<file path="src/rtl/mem_arbiter_if.sv">
// Bundle of the icache, dcache and RAM-port signals seen by mem_arbiter.
// The slave modport is the arbiter's view; the master modport is the view of
// the surrounding caches and RAM that drive the requests and the RAM response.
interface mem_arbiter_if #(
    parameter int WORD_W       = 32,
    parameter int BLOCK_ADDR_W = 29
);
    // icache block-fetch interface
    logic                    imem_REN;
    logic [BLOCK_ADDR_W-1:0] imem_block_addr;
    logic                    imem_hit;
    logic [2*WORD_W-1:0]     imem_load;

    // dcache block interface
    logic                    dmem_REN;
    logic                    dmem_WEN;
    logic [BLOCK_ADDR_W-1:0] dmem_block_addr;
    logic [2*WORD_W-1:0]     dmem_store;
    logic                    dmem_hit;
    logic [2*WORD_W-1:0]     dmem_load;

    // single word-granularity RAM port
    logic                    ram_REN;
    logic                    ram_WEN;
    logic [31:0]             ram_addr;
    logic [WORD_W-1:0]       ram_store;
    logic [WORD_W-1:0]       ram_load;
    logic                    ram_ready;

    modport slave (
        input  imem_REN, imem_block_addr,
        output imem_hit, imem_load,
        input  dmem_REN, dmem_WEN, dmem_block_addr, dmem_store,
        output dmem_hit, dmem_load,
        output ram_REN, ram_WEN, ram_addr, ram_store,
        input  ram_load, ram_ready
    );

    modport master (
        output imem_REN, imem_block_addr,
        input  imem_hit, imem_load,
        output dmem_REN, dmem_WEN, dmem_block_addr, dmem_store,
        input  dmem_hit, dmem_load,
        input  ram_REN, ram_WEN, ram_addr, ram_store,
        output ram_load, ram_ready
    );
endinterface

</file>
<file path="src/rtl/mem_arbiter.sv">
// Arbitrates the single RAM word port between icache and dcache block fetches.
// dcache has priority, but after STARVE_LIMIT consecutive dcache grants with
// the icache waiting, the icache is granted. Each 2-word block is moved as two
// RAM word accesses; the completed block is returned with a one-cycle hit.
module mem_arbiter #(
    parameter int         WORD_W       = 32,
    parameter int         BLOCK_ADDR_W = 29,
    parameter logic [3:0] STARVE_LIMIT = 4'd4
) (
    input  logic         CLK,
    input  logic         RST,
    output logic         DUT_error,
    mem_arbiter_if.slave bus
);

    typedef enum logic [2:0] {
        IDLE = 3'd0,
        I_W0 = 3'd1,
        I_W1 = 3'd2,
        D_W0 = 3'd3,
        D_W1 = 3'd4
    } state_t;

    state_t                  r_state;
    logic [BLOCK_ADDR_W-1:0] r_addr;
    logic                    r_write;
    logic [WORD_W-1:0]       r_word0;
    logic [3:0]              r_starve_cnt;
    logic                    r_error;

    state_t                  w_state_nxt;
    logic [BLOCK_ADDR_W-1:0] w_addr_nxt;
    logic                    w_write_nxt;
    logic [WORD_W-1:0]       w_word0_nxt;
    logic [3:0]              w_starve_nxt;
    logic                    w_error_nxt;
    logic                    w_ram_ren;
    logic                    w_ram_wen;
    logic                    w_sel;
    logic                    w_ihit;
    logic                    w_dhit;
    logic                    w_dreq;
    logic                    w_istarved;

    assign w_dreq     = bus.dmem_REN | bus.dmem_WEN;
    assign w_istarved = bus.imem_REN && (r_starve_cnt == STARVE_LIMIT);

    // State and datapath registers with synchronous reset.
    always_ff @(posedge CLK) begin
        if (RST) begin
            r_state      <= IDLE;
            r_addr       <= {BLOCK_ADDR_W{1'b0}};
            r_write      <= 1'b0;
            r_word0      <= {WORD_W{1'b0}};
            r_starve_cnt <= 4'd0;
            r_error      <= 1'b0;
        end else begin
            r_state      <= w_state_nxt;
            r_addr       <= w_addr_nxt;
            r_write      <= w_write_nxt;
            r_word0      <= w_word0_nxt;
            r_starve_cnt <= w_starve_nxt;
            r_error      <= w_error_nxt;
        end
    end

    // Arbitration, word sequencing and RAM/hit strobes.
    always_comb begin
        w_state_nxt  = r_state;
        w_addr_nxt   = r_addr;
        w_write_nxt  = r_write;
        w_word0_nxt  = r_word0;
        w_starve_nxt = r_starve_cnt;
        w_error_nxt  = 1'b0;
        w_ram_ren    = 1'b0;
        w_ram_wen    = 1'b0;
        w_sel        = 1'b0;
        w_ihit       = 1'b0;
        w_dhit       = 1'b0;
        case (r_state)
            IDLE: begin
                if (w_dreq && !w_istarved) begin
                    w_state_nxt  = D_W0;
                    w_addr_nxt   = bus.dmem_block_addr;
                    // REN+WEN together is a protocol error; it is served as a write
                    w_write_nxt  = bus.dmem_WEN;
                    w_error_nxt  = bus.dmem_REN & bus.dmem_WEN;
                    w_starve_nxt = bus.imem_REN ? (r_starve_cnt + 4'd1) : 4'd0;
                end else if (bus.imem_REN) begin
                    w_state_nxt  = I_W0;
                    w_addr_nxt   = bus.imem_block_addr;
                    w_write_nxt  = 1'b0;
                    w_starve_nxt = 4'd0;
                end else begin
                    w_state_nxt  = IDLE;
                end
            end
            I_W0: begin
                w_ram_ren = 1'b1;
                if (bus.ram_ready) begin
                    w_word0_nxt = bus.ram_load;
                    // a dropped request finishes this word and then gives up
                    w_state_nxt = bus.imem_REN ? I_W1 : IDLE;
                end else begin
                    w_state_nxt = I_W0;
                end
            end
            I_W1: begin
                w_ram_ren = 1'b1;
                w_sel     = 1'b1;
                if (bus.ram_ready) begin
                    w_ihit      = bus.imem_REN;
                    w_state_nxt = IDLE;
                end else begin
                    w_state_nxt = I_W1;
                end
            end
            D_W0: begin
                w_ram_ren = ~r_write;
                w_ram_wen = r_write;
                if (bus.ram_ready) begin
                    if (!r_write) begin
                        w_word0_nxt = bus.ram_load;
                    end else begin
                        w_word0_nxt = r_word0;
                    end
                    // writes always complete both words
                    w_state_nxt = (r_write || bus.dmem_REN) ? D_W1 : IDLE;
                end else begin
                    w_state_nxt = D_W0;
                end
            end
            D_W1: begin
                w_ram_ren = ~r_write;
                w_ram_wen = r_write;
                w_sel     = 1'b1;
                if (bus.ram_ready) begin
                    w_dhit      = r_write ? bus.dmem_WEN : bus.dmem_REN;
                    w_state_nxt = IDLE;
                end else begin
                    w_state_nxt = D_W1;
                end
            end
            default: begin
                w_state_nxt = IDLE;
            end
        endcase
    end

    assign DUT_error     = r_error;
    assign bus.ram_REN   = w_ram_ren;
    assign bus.ram_WEN   = w_ram_wen;
    assign bus.ram_addr  = (w_ram_ren | w_ram_wen) ? 32'({r_addr, w_sel, 2'b00}) : 32'd0;
    assign bus.ram_store = w_ram_wen ? (w_sel ? bus.dmem_store[2*WORD_W-1:WORD_W]
                                              : bus.dmem_store[WORD_W-1:0])
                                     : {WORD_W{1'b0}};
    assign bus.imem_hit  = w_ihit;
    assign bus.dmem_hit  = w_dhit;
    assign bus.imem_load = w_ihit ? {bus.ram_load, r_word0} : {(2*WORD_W){1'b0}};
    assign bus.dmem_load = w_dhit ? {bus.ram_load, r_word0} : {(2*WORD_W){1'b0}};

endmodule

</file>
<file path="src/flat_wrapper.sv">
// flat-port wrapper written by rule: the top's interface ports become plain ports
module mem_arbiter_flat 
#(
    parameter int         WORD_W       = 32,
    parameter int         BLOCK_ADDR_W = 29,
    parameter logic [3:0] STARVE_LIMIT = 4'd4
)
  (CLK, RST, DUT_error, bus_imem_REN, bus_imem_block_addr, bus_imem_hit, bus_imem_load, bus_dmem_REN, bus_dmem_WEN, bus_dmem_block_addr, bus_dmem_store, bus_dmem_hit, bus_dmem_load, bus_ram_REN, bus_ram_WEN, bus_ram_addr, bus_ram_store, bus_ram_load, bus_ram_ready);
  mem_arbiter_if #(.WORD_W(WORD_W), .BLOCK_ADDR_W(BLOCK_ADDR_W)) bus_i ();
  input  logic CLK;
  input  logic RST;
  output logic DUT_error;
  input wire logic [$bits(bus_i.imem_REN)-1:0] bus_imem_REN;
  input wire logic [$bits(bus_i.imem_block_addr)-1:0] bus_imem_block_addr;
  output wire logic [$bits(bus_i.imem_hit)-1:0] bus_imem_hit;
  output wire logic [$bits(bus_i.imem_load)-1:0] bus_imem_load;
  input wire logic [$bits(bus_i.dmem_REN)-1:0] bus_dmem_REN;
  input wire logic [$bits(bus_i.dmem_WEN)-1:0] bus_dmem_WEN;
  input wire logic [$bits(bus_i.dmem_block_addr)-1:0] bus_dmem_block_addr;
  input wire logic [$bits(bus_i.dmem_store)-1:0] bus_dmem_store;
  output wire logic [$bits(bus_i.dmem_hit)-1:0] bus_dmem_hit;
  output wire logic [$bits(bus_i.dmem_load)-1:0] bus_dmem_load;
  output wire logic [$bits(bus_i.ram_REN)-1:0] bus_ram_REN;
  output wire logic [$bits(bus_i.ram_WEN)-1:0] bus_ram_WEN;
  output wire logic [$bits(bus_i.ram_addr)-1:0] bus_ram_addr;
  output wire logic [$bits(bus_i.ram_store)-1:0] bus_ram_store;
  input wire logic [$bits(bus_i.ram_load)-1:0] bus_ram_load;
  input wire logic [$bits(bus_i.ram_ready)-1:0] bus_ram_ready;
  assign bus_i.imem_REN = bus_imem_REN;
  assign bus_i.imem_block_addr = bus_imem_block_addr;
  assign bus_imem_hit = bus_i.imem_hit;
  assign bus_imem_load = bus_i.imem_load;
  assign bus_i.dmem_REN = bus_dmem_REN;
  assign bus_i.dmem_WEN = bus_dmem_WEN;
  assign bus_i.dmem_block_addr = bus_dmem_block_addr;
  assign bus_i.dmem_store = bus_dmem_store;
  assign bus_dmem_hit = bus_i.dmem_hit;
  assign bus_dmem_load = bus_i.dmem_load;
  assign bus_ram_REN = bus_i.ram_REN;
  assign bus_ram_WEN = bus_i.ram_WEN;
  assign bus_ram_addr = bus_i.ram_addr;
  assign bus_ram_store = bus_i.ram_store;
  assign bus_i.ram_load = bus_ram_load;
  assign bus_i.ram_ready = bus_ram_ready;
  mem_arbiter #(.WORD_W(WORD_W), .BLOCK_ADDR_W(BLOCK_ADDR_W), .STARVE_LIMIT(STARVE_LIMIT)) u_core (.CLK(CLK), .RST(RST), .DUT_error(DUT_error), .bus(bus_i));
endmodule
</file>
<file path="config.mk">
export PLATFORM = sky130hd
export DESIGN_NAME = mem_arbiter_flat
export DESIGN_NICKNAME = d
export VERILOG_FILES = /design/src/rtl/mem_arbiter_if.sv /design/src/rtl/mem_arbiter.sv /design/src/flat_wrapper.sv
export SDC_FILE = /design/constraint.sdc
export NUM_CORES = 1
export LEC_CHECK = 0
export BUFFER_PORTS_ARGS = -buffer_cell sky130_fd_sc_hd__buf_2
export CORE_AREA = 8 8 133 135
export DETAILED_ROUTE_END_ITERATION = 16
export DIE_AREA = 0 0 141 143
export SLEW_MARGIN = 20
export SYNTH_ARGS = -nofsm -noshare
export SYNTH_HDL_FRONTEND = slang
export SYNTH_SLANG_ARGS = --single-unit
</file>
<file path="constraint.sdc">
create_clock -name CLK -period 2.4 [get_ports CLK]
set_input_delay 0.48 -clock CLK [delete_from_list [all_inputs] [get_ports CLK]]
set_output_delay 0.48 -clock CLK [all_outputs]
set_load 0.01 [all_outputs]
</file>
# [Word level (Yosys, flattened, before mapping)]
# Index checks and enable logic that the tools add are counted.
# Widths: inputs -> output; s select.
[word_totals] output_inout_bits=197 ff_bits=70
[op_classes] muxes=33 reduce_logical=13 addsub=1 n_eq_ne=8 bitwise_logic=6
[ops] op="$mux 32" n=6
[ops] op="$mux 64" n=2
[ops] op="$pmux 32 s2" n=1
[ops] op="$mux 29" n=2
[ops] op="$mux 3" n=5
[ops] op="$pmux 3 s5" n=1
[ops] op="$mux 4" n=3
[ops] op="$mux 1" n=10
[ops] op="$eq 3x2->1 const B" n=2
[ops] op="$ne 2x2->1 const B" n=3
[ops] op="$reduce_or 2->1" n=3
[ops] op="$add 4x1->4 const B" n=1
[ops] op="$eq 4x3->1 const B" n=1
[ops] op="$mux 2" n=2
[ops] op="$reduce_and 4->1" n=1
[ops] op="$reduce_bool 2->1" n=2
[ops] op="$eq 3x1->1 const B" n=1
[ops] op="$eq 3x3->1 const B" n=1
[ops] op="$logic_not 3->1" n=1
[ops] op="$not 1->1" n=3
[ops] op="$reduce_or 3->1" n=1
[ops] op="$logic_and 1x1->1" n=2
[ops] op="$or 1x1->1" n=2
[ops] op="$pmux 1 s2" n=1
[ops] op="other kinds (4)" n=4

# [Logic depth before layout (Yosys ltp)]
# Gate-level depths: netlist of run 1.
[depth] word_depth=6 ltp_mapped=8

# [Least setup slack after synthesis of run 1]
# No wires, ideal clock.
[synth_timing] path_kind="reg-to-output" startpoint="reg u_core.r_state[0]" endpoint="out bus_dmem_load[10]" stages_incl_launch_ff=7 path_buffers=3 t_arrival_ps=1390 slack_ps=530 t_required_ps=1920 path_cell_list="dfxtp_1 buf_4 nor3b_2 and3_1 buf_4 clkbuf_1 and2_1"
[synth_between] elab_chain_len=3
[synth_rtl] element="start, declared" line_no="mem_arbiter.sv:24" rtl="state_t r_state;"
[synth_rtl] element="start signal, assigned" line_no="mem_arbiter.sv:58" rtl="r_state <= w_state_nxt;"
[synth_rtl] element="$eq 3x3->1" line_no="mem_arbiter.sv:80" rtl="case (r_state)"
[synth_rtl] element="$mux 1" line_no="mem_arbiter.sv:80"
[synth_rtl] element="$mux 64" line_no="mem_arbiter.sv:160" rtl="assign bus.dmem_load = w_dhit ? {bus.ram_load, r_word0} : {(2*WORD_W){1'b0}};"
[synth_rtl] element="end, declared" line_no="flat_wrapper.sv:22" rtl="output wire logic [$bits(bus_i.dmem_load)-1:0] bus_dmem_load;"
# Every way passes these cells.

# [Worst setup path after layout of run 1]
[layout_timing] startpoint="reg u_core.r_state[0]" endpoint="out bus_dmem_load[16]"
# Same word-level chain as after synthesis.

==> flow_summary.yaml, run 1 <==
status:
  outcome: "completed"
pwr:
  powerDensity_nw_per_um2: 526
  peakVddDrop_v: 0.000476
  power.static_leakage_nw: 3.69
logic_synthesis:
  synth-warning-count: 0
  synth.largest_area_cell: "sky130_fd_sc_hd__dfxtp_1"
  synth.lib_cells_used.distinct: 40
  post_synth_fa_ha_maj_area_fraction: 0.00566
  number_of_standard_cells_after_synthesis: 659
  synth_seq_cells: 70
  synth_top_cell_area_share: 0.317
  yosysSeqAreaShare: 0.317
  synthesis.area_um2: 4420
  synth.area.top_cells: "sky130_fd_sc_hd__dfxtp_1 (32%), sky130_fd_sc_hd__and2_1 (22%), sky130_fd_sc_hd__nand2_1 (16%), sky130_fd_sc_hd__a21oi_1 (7.6%), sky130_fd_sc_hd__a31oi_1 (4.4%)"
  synthMuxAreaShare: 0.00255
  synth_top_family_by_area: "simple AND/OR/NAND/NOR gates"
  synth_compound_gate_area_share: 0.170
  synth_xor_xnor_area_share: 0.00396
  synth_simple_gate_area_share: 0.430
  syn_area_per_cell_um2: 6.71
worst_setup_path:
  crit_path_cell_trace: "nor3b_4 -> and3_1 -> buf_12 -> and2_1 -> buf_2"
  timing.critical_path.to_type: "output port"
  arrival_time_at_the_worst_endpoint_ps: 1820
  req_time_crit_path_ps: 1920
  worst-path-buf-inv: 2
  critPathSlowestCell: "sky130_fd_sc_hd__dfxtp_1"
  crit_path_max_incr_delay_ps: 410
  rrSetupSlack_ps: 500
  cell_family_with_the_largest_share_of_critical_path_delay: "simple AND/OR/NAND/NOR gates"
  critical_path_depth: 5
  worstSetupPathType: "register to output port"
  worst-r2r-cell-count: 4
  worst_r2r_startpoint: "u_core.r_state[0]$_SDFF_PP0_"
  regToRegEndpoint: "u_core.r_starve_cnt[2]$_SDFFE_PP0P_"
  cp-start-kind: "register"
  worst-path-max-fanout: 65
place:
  place.detailed.hpwl_mm: 14.6
  gp_congestion: 0.854
  placement.io_buffers: 354
job:
  drv.max_cap_violation_count: 0
grt:
  grt_pass1_wl_mm: 27.9
  grt.total_usage: 0.171
  globalRoute.totalOverflow: 0
  number_of_global_route_vias_before_repair: 5156
  grt_start_max_net_pins: 66
  grt_antenna_before_repair: 1
floorplan:
  row_cnt: 46
  fp.dieH_um: 143
  die_w_um: 141
  core_area_um2: 15600
  start_util: 0.284
  floorplan.die_area_um2: 20200
  top_level_ports: 357
clocking:
  clock_path_buffers: 2
  htree_num_levels: 3
  cts_root_buf: "sky130_fd_sc_hd__clkbuf_16"
  clock_latency_ps: 330
  cts_tree: "yes"
  cts_buffers: 9
  numClockSinks: 70
  cts_clk_pin_slew_worst_paths_ps: 60
route:
  routed_wl_mm: 18.4
  post_drt_via_cell_ratio: 4.43
  first_iter_violations: 271
  remaining_drc_errors: 0
  antenna_violating_nets_post_route: 0
  vias: 5358
  detail_route.wl_per_cell_um: 15.2
  detailedRoute.firstPassIterationCount: 4
timing:
  slew_viol_final: 0
  min_period_ps: 2300
  whs_ps: 389
  setup_total_negative_slack_ps: 0
  achievable-frequency_mhz: 434
  timing_worst_slew_pin_value_ps: 556
  rsz0062_at_grt: "false"
  crit_share_post_route: 0.960
  report.final.hold_viol_count: 0
  final-setup-viol-count: 0
  fin_skew_ps: 7.98
  rel_slew_slack: 0.630
worst_hold_path:
  worst_hold_path_type: "input pin to register"
  holdPathEnd: "u_core.r_addr[7]$_SDFFE_PP0P_"
  hold_path_depth: 3
  min_from: "bus_imem_block_addr[7]"
final_layout:
  design.final.nets: 1150
  flow.area_growth_from_synthesis_pct: 54.4
  drive_gt1_frac: 0.416
  antenna_cells: 0
==> state kept, by name (all words and copies together), names as in the netlist <==
register and cells:
u_core.r_state 3, u_core.r_addr 29, u_core.DUT_error 1, u_core.r_starve_cnt 4, u_core.r_write 1, u_core.r_word0 32
==> layout make-up <==
type | count | area, µm²
Fill cell | 1723 | 8770
Inverter | 6 | 22.5
Multi-Input combinational cell | 525 | 2770
Clock inverter | 6 | 68.8
Timing Repair Buffer | 376 | 2050
Sequential cell | 70 | 1410
Clock buffer | 10 | 239
Tap cell | 216 | 270
==> power breakdown <==
group | internal (mW) | leakage, nW | switching [mW]
clock | 0.837 | 0.149 | 0.521
sequential | 1.28 | 0.576 | 0.0681
combinational | 0.387 | 2.97 | 0.505
==> Yosys cell counts (all sizes together) <==
master	number
conb	1
nand3b	1
a21o	1
mux2	1
and2	157
o21ai	32
nor2	6
ha	2
a31oi	31
nand4	3
and4b	1
nor3b	1
nand2b	1
a32oi	1
dfxtp	70
nor3	4
and2b	1
and3	3
nand3	3
inv	6
nor4b	2
o21a	2
nand2	194
o22ai	1
or3	1
or2	2
a31o	2
o2111ai	1
clkbuf	33
buf	26
xnor2	1
a21oi	67
xor2	1
==> placed cells by master, fill, tap and decap left out, types with 2 or more instances in the layout <==
master and instances:
sky130_fd_sc_hd__a21oi_2 3, sky130_fd_sc_hd__and3_1 3, sky130_fd_sc_hd__nand4_1 3, sky130_fd_sc_hd__ha_1 2, sky130_fd_sc_hd__a21oi_1 64, sky130_fd_sc_hd__buf_2 354, sky130_fd_sc_hd__buf_12 8, sky130_fd_sc_hd__clkinv_4 2
sky130_fd_sc_hd__and2_1 157, sky130_fd_sc_hd__nor3_1 3, sky130_fd_sc_hd__buf_4 13, sky130_fd_sc_hd__conb_1 2, sky130_fd_sc_hd__a31o_2 2, sky130_fd_sc_hd__nor2_1 4, sky130_fd_sc_hd__dfxtp_2 2, sky130_fd_sc_hd__nand3_1 3
sky130_fd_sc_hd__clkbuf_16 10, sky130_fd_sc_hd__o21ai_1 3, sky130_fd_sc_hd__a31oi_1 31, sky130_fd_sc_hd__dfxtp_1 67, sky130_fd_sc_hd__inv_1 5, sky130_fd_sc_hd__o21ai_0 29, sky130_fd_sc_hd__or2_2 2, sky130_fd_sc_hd__nor2_2 2
sky130_fd_sc_hd__nand2_1 193
==> metrics by stage <==
| step | worst slack, ps | instance area (µm²) | util | total power, mW | std cells |
|---|---|---|---|---|---|
| global route | 2.06 | 6830 | 0.438 | 3.82 | 1209 |
| floorplan | 530 | 4430 | - | 1.86 | 660 |
| global placement | 240 | 6420 | 0.412 | 2.25 | 1188 |
| finish | 97.1 | 6830 | 0.438 | 3.60 | 1209 |
| CTS | 2.09 | 6740 | 0.432 | 3.63 | 1204 |
| detailed placement | 223 | 6420 | 0.412 | 2.25 | 1188 |
==> worst max-delay path by stage <==
stage	slack (ps)	end	from
after global placement	240	bus_imem_load[49]	bus_ram_ready
final	100	bus_dmem_load[16]	u_core.r_state[0]$_SDFF_PP0_
after CTS	2	bus_ram_store[22]	u_core.r_state[1]$_SDFF_PP0_
after detailed placement	220	u_core.r_starve_cnt[2]$_SDFFE_PP0P_	u_core.r_state[0]$_SDFF_PP0_
after floorplan	530	bus_dmem_load[10]	u_core.r_state[0]$_SDFF_PP0_
after global routing	2	bus_ram_addr[19]	u_core.r_state[0]$_SDFF_PP0_
==> cells by family (layout without fill, tap and decap cells) <==
logic type,Yosys count,count (layout)
xor+xnor,2,2
simple gates,380,380
buf+inv,65,398
compound gates,138,138
fa+ha+maj,2,2
flops,70,70
mux,1,1
other cells,1,2
==> worst register-to-register path: cells and delay by family (launching register included) <==
family	cells	cell delay, ps
AOI/OAI and AO/OA	3	1030
DFF	1	410
and+or+nand+nor	1	370
==> metal layers <==
layer  routed length [µm]  GRT usage
met1                 7200      0.183
met2                 8800      0.293
met3                 2060     0.0831
met4                  312     0.0543
met5                   10          0
==> timing repair <==
item	in CTS	in global routing
buffers inserted	0	4
resized for setup	2	12
hold buffers	0	0
gates cloned	0	1
setup endpoints to repair	89	184
pin swaps	0	1
No activity file was read; power rests on OpenSTA's default activity.
==> inputs of run 2 (changes only) <==
Settings changed: CORE_AREA 8 8 133 135 to 8 8 131 133, DIE_AREA 0 0 141 143 to 0 0 139 141.
==> flow_summary.yaml, run 2 (same netlist as run 1, synthesis figures left out) <==
job:
  drv.max_cap_violation_count: 0
route:
  wl_met1_mm: 7.80
  met3_wirelength_mm: 1.82
  detail_route.wl_per_cell_um: 16.0
  vias: 5424
  post_drt_via_cell_ratio: 4.59
  topRoutingLayerUsed: "met4"
  first_iter_violations: 214
  antenna_violating_nets_post_route: 0
  detailedRoute.firstPassIterationCount: 4
  remaining_drc_errors: 0
  route.met2.wl_mm: 9.10
  routed_wl_mm: 18.9
floorplan:
  top_level_ports: 357
  floorplan.die_area_um2: 19600
  fp.dieH_um: 141
  core_area_um2: 15000
  row_cnt: 45
  die_w_um: 139
  start_util: 0.295
place:
  place.detailed.hpwl_mm: 14.6
  gp_congestion: 0.802
  place_worst_setup_slack_ps: 246
  placement.io_buffers: 354
timing:
  fin_skew_ps: 3.51
  rel_slew_slack: 0.645
  timing_worst_slew_pin_value_ps: 527
  final-setup-viol-count: 0
  achievable-frequency_mhz: 433
  setup_total_negative_slack_ps: 0
  min_period_ps: 2310
  whs_ps: 397
  slew_viol_final: 0
  finalWorstSetupSlack_ps: 90.9
  report.final.hold_viol_count: 0
  crit_share_post_route: 0.962
clocking:
  htree_num_levels: 3
  cts_tree: "yes"
  clock_path_buffers: 2
  cts_buffers: 9
  numClockSinks: 70
  cts_root_buf: "sky130_fd_sc_hd__clkbuf_16"
  clock_latency_ps: 330
  cts_clk_pin_slew_worst_paths_ps: 60
worst_setup_path:
  worst-path-max-fanout: 17
  regToRegEndpoint: "u_core.r_addr[23]$_SDFFE_PP0P_"
  crit_path_max_incr_delay_ps: 360
  worst-r2r-cell-count: 7
  rrSetupSlack_ps: 640
  cp-start-kind: "register"
  worst_r2r_startpoint: "u_core.r_starve_cnt[0]$_SDFFE_PP0P_"
  crit_path_cell_trace: "buf_4 -> and2b_2 -> a21o_1 -> nand2_4 -> buf_12 -> a21oi_1 -> buf_2"
  timing.critical_path.to_type: "output port"
  arrival_time_at_the_worst_endpoint_ps: 1830
  worstSetupStartpoint: "u_core.r_state[2]$_SDFF_PP0_"
  critical_path.endpoint: "bus_ram_store[9]"
  req_time_crit_path_ps: 1920
  worstSetupPathType: "register to output port"
  critPathSlowestCell: "sky130_fd_sc_hd__dfxtp_4"
final_layout:
  drive_gt1_frac: 0.414
  antenna_cells: 0
  max_reg_flops: 32
  layout.cells.most_common: "sky130_fd_sc_hd__buf_2"
  design.final.nets: 1152
  most-common-layout-cells: "sky130_fd_sc_hd__buf_2 (354), sky130_fd_sc_hd__nand2_1 (193), sky130_fd_sc_hd__and2_1 (156), sky130_fd_sc_hd__dfxtp_1 (68), sky130_fd_sc_hd__a21oi_1 (62)"
  top_register: "u_core.r_word0"
  flow.area_growth_from_synthesis_pct: 52.8
  utilization: 0.451
  top_regs: "u_core.r_word0: 32 flops, u_core.r_addr: 29 flops, u_core.r_starve_cnt: 4 flops"
grt:
  grt.total_usage: 0.181
  grt_start_max_net_pins: 60
  globalRoute.totalOverflow: 0
  grt_pass1_wl_mm: 28.9
  grt_antenna_before_repair: 0
  number_of_global_route_vias_before_repair: 5135
worst_hold_path:
  min_from: "bus_imem_block_addr[9]"
  hold_path_depth: 3
  worst_hold_path_type: "input pin to register"
pwr:
  peakVddDrop_v: 0.000364
  power_mw: 3.46
  power.static_leakage_nw: 3.69
  powerDensity_nw_per_um2: 512
status:
  outcome: "completed"
==> run 2: cell types whose count changed in the layout (fill, tap and decap cells not counted), moves of 2 or more <==
cell,previous run,this run
sky130_fd_sc_hd__a21oi_1,64,62
sky130_fd_sc_hd__a21oi_2,3,5
sky130_fd_sc_hd__buf_12,8,3
sky130_fd_sc_hd__buf_6,0,4
sky130_fd_sc_hd__clkbuf_1,0,2
sky130_fd_sc_hd__dfxtp_2,2,0
==> run 2: repair_timing <==
item	4_1_cts	5_1_grt
endpoints found under the setup margin	135	93
gates cloned	1	2
setup buffers	1	1
hold buffers	0	0
pin swaps	1	1
gates resized for setup	5	15
==> run 2: layout make-up <==
class                      instances  area [µm²]
fill                            1591        8220
timing repair buffer             378        2060
clock inverter                     3        21.3
multi-input combinational        525        2760
tap                              188         235
sequential                        70        1410
inverter                           6        25.0
clock buffer                      12         246
==> run 2: worst max-delay path: cells and delay by family, from the launching register on <==
family,cells,cell delay [ps]
AOI/OAI and AO/OA,2,320
buffers and inverters,3,470
DFF,1,360
and+or+nand+nor,2,330
==> run 2: report_power, final <==
| part | internal [mW] | switching [mW] | total (mW) |
|---|---|---|---|
| Sequential | 1.28 | 0.0633 | 1.34 |
| Combinational | 0.379 | 0.516 | 0.895 |
| Clock | 0.723 | 0.504 | 1.23 |
| Total | 2.38 | 1.08 | 3.46 |
==> run 2: worst min path at each step <==
| stage | slack (ps) | endpoint |
|---|---|---|
| after global placement | 450 | u_core.r_word0[9]$_SDFFE_PP0P_ |
| after floorplan | 440 | u_core.r_word0[0]$_SDFFE_PP0P_ |
| after global routing | 390 | u_core.r_addr[1]$_SDFFE_PP0P_ |
| final | 400 | u_core.r_addr[9]$_SDFFE_PP0P_ |
| after CTS | 380 | u_core.r_addr[21]$_SDFFE_PP0P_ |
| after detailed placement | 460 | u_core.r_word0[9]$_SDFFE_PP0P_ |
==> run 2: routing by layer <==
metal  track usage  up-vias
li1              -     2793
met1         0.207     2374
met2         0.310      244
met3        0.0706       13
met4        0.0468        0
met5             0        -
==> run 2: stage by stage <==
step	std cells	cell area (µm²)
floorplan	660	4430
global placement	1162	6340
detailed placement	1162	6340
CTS	1179	6650
global route	1182	6760
finish	1182	6760
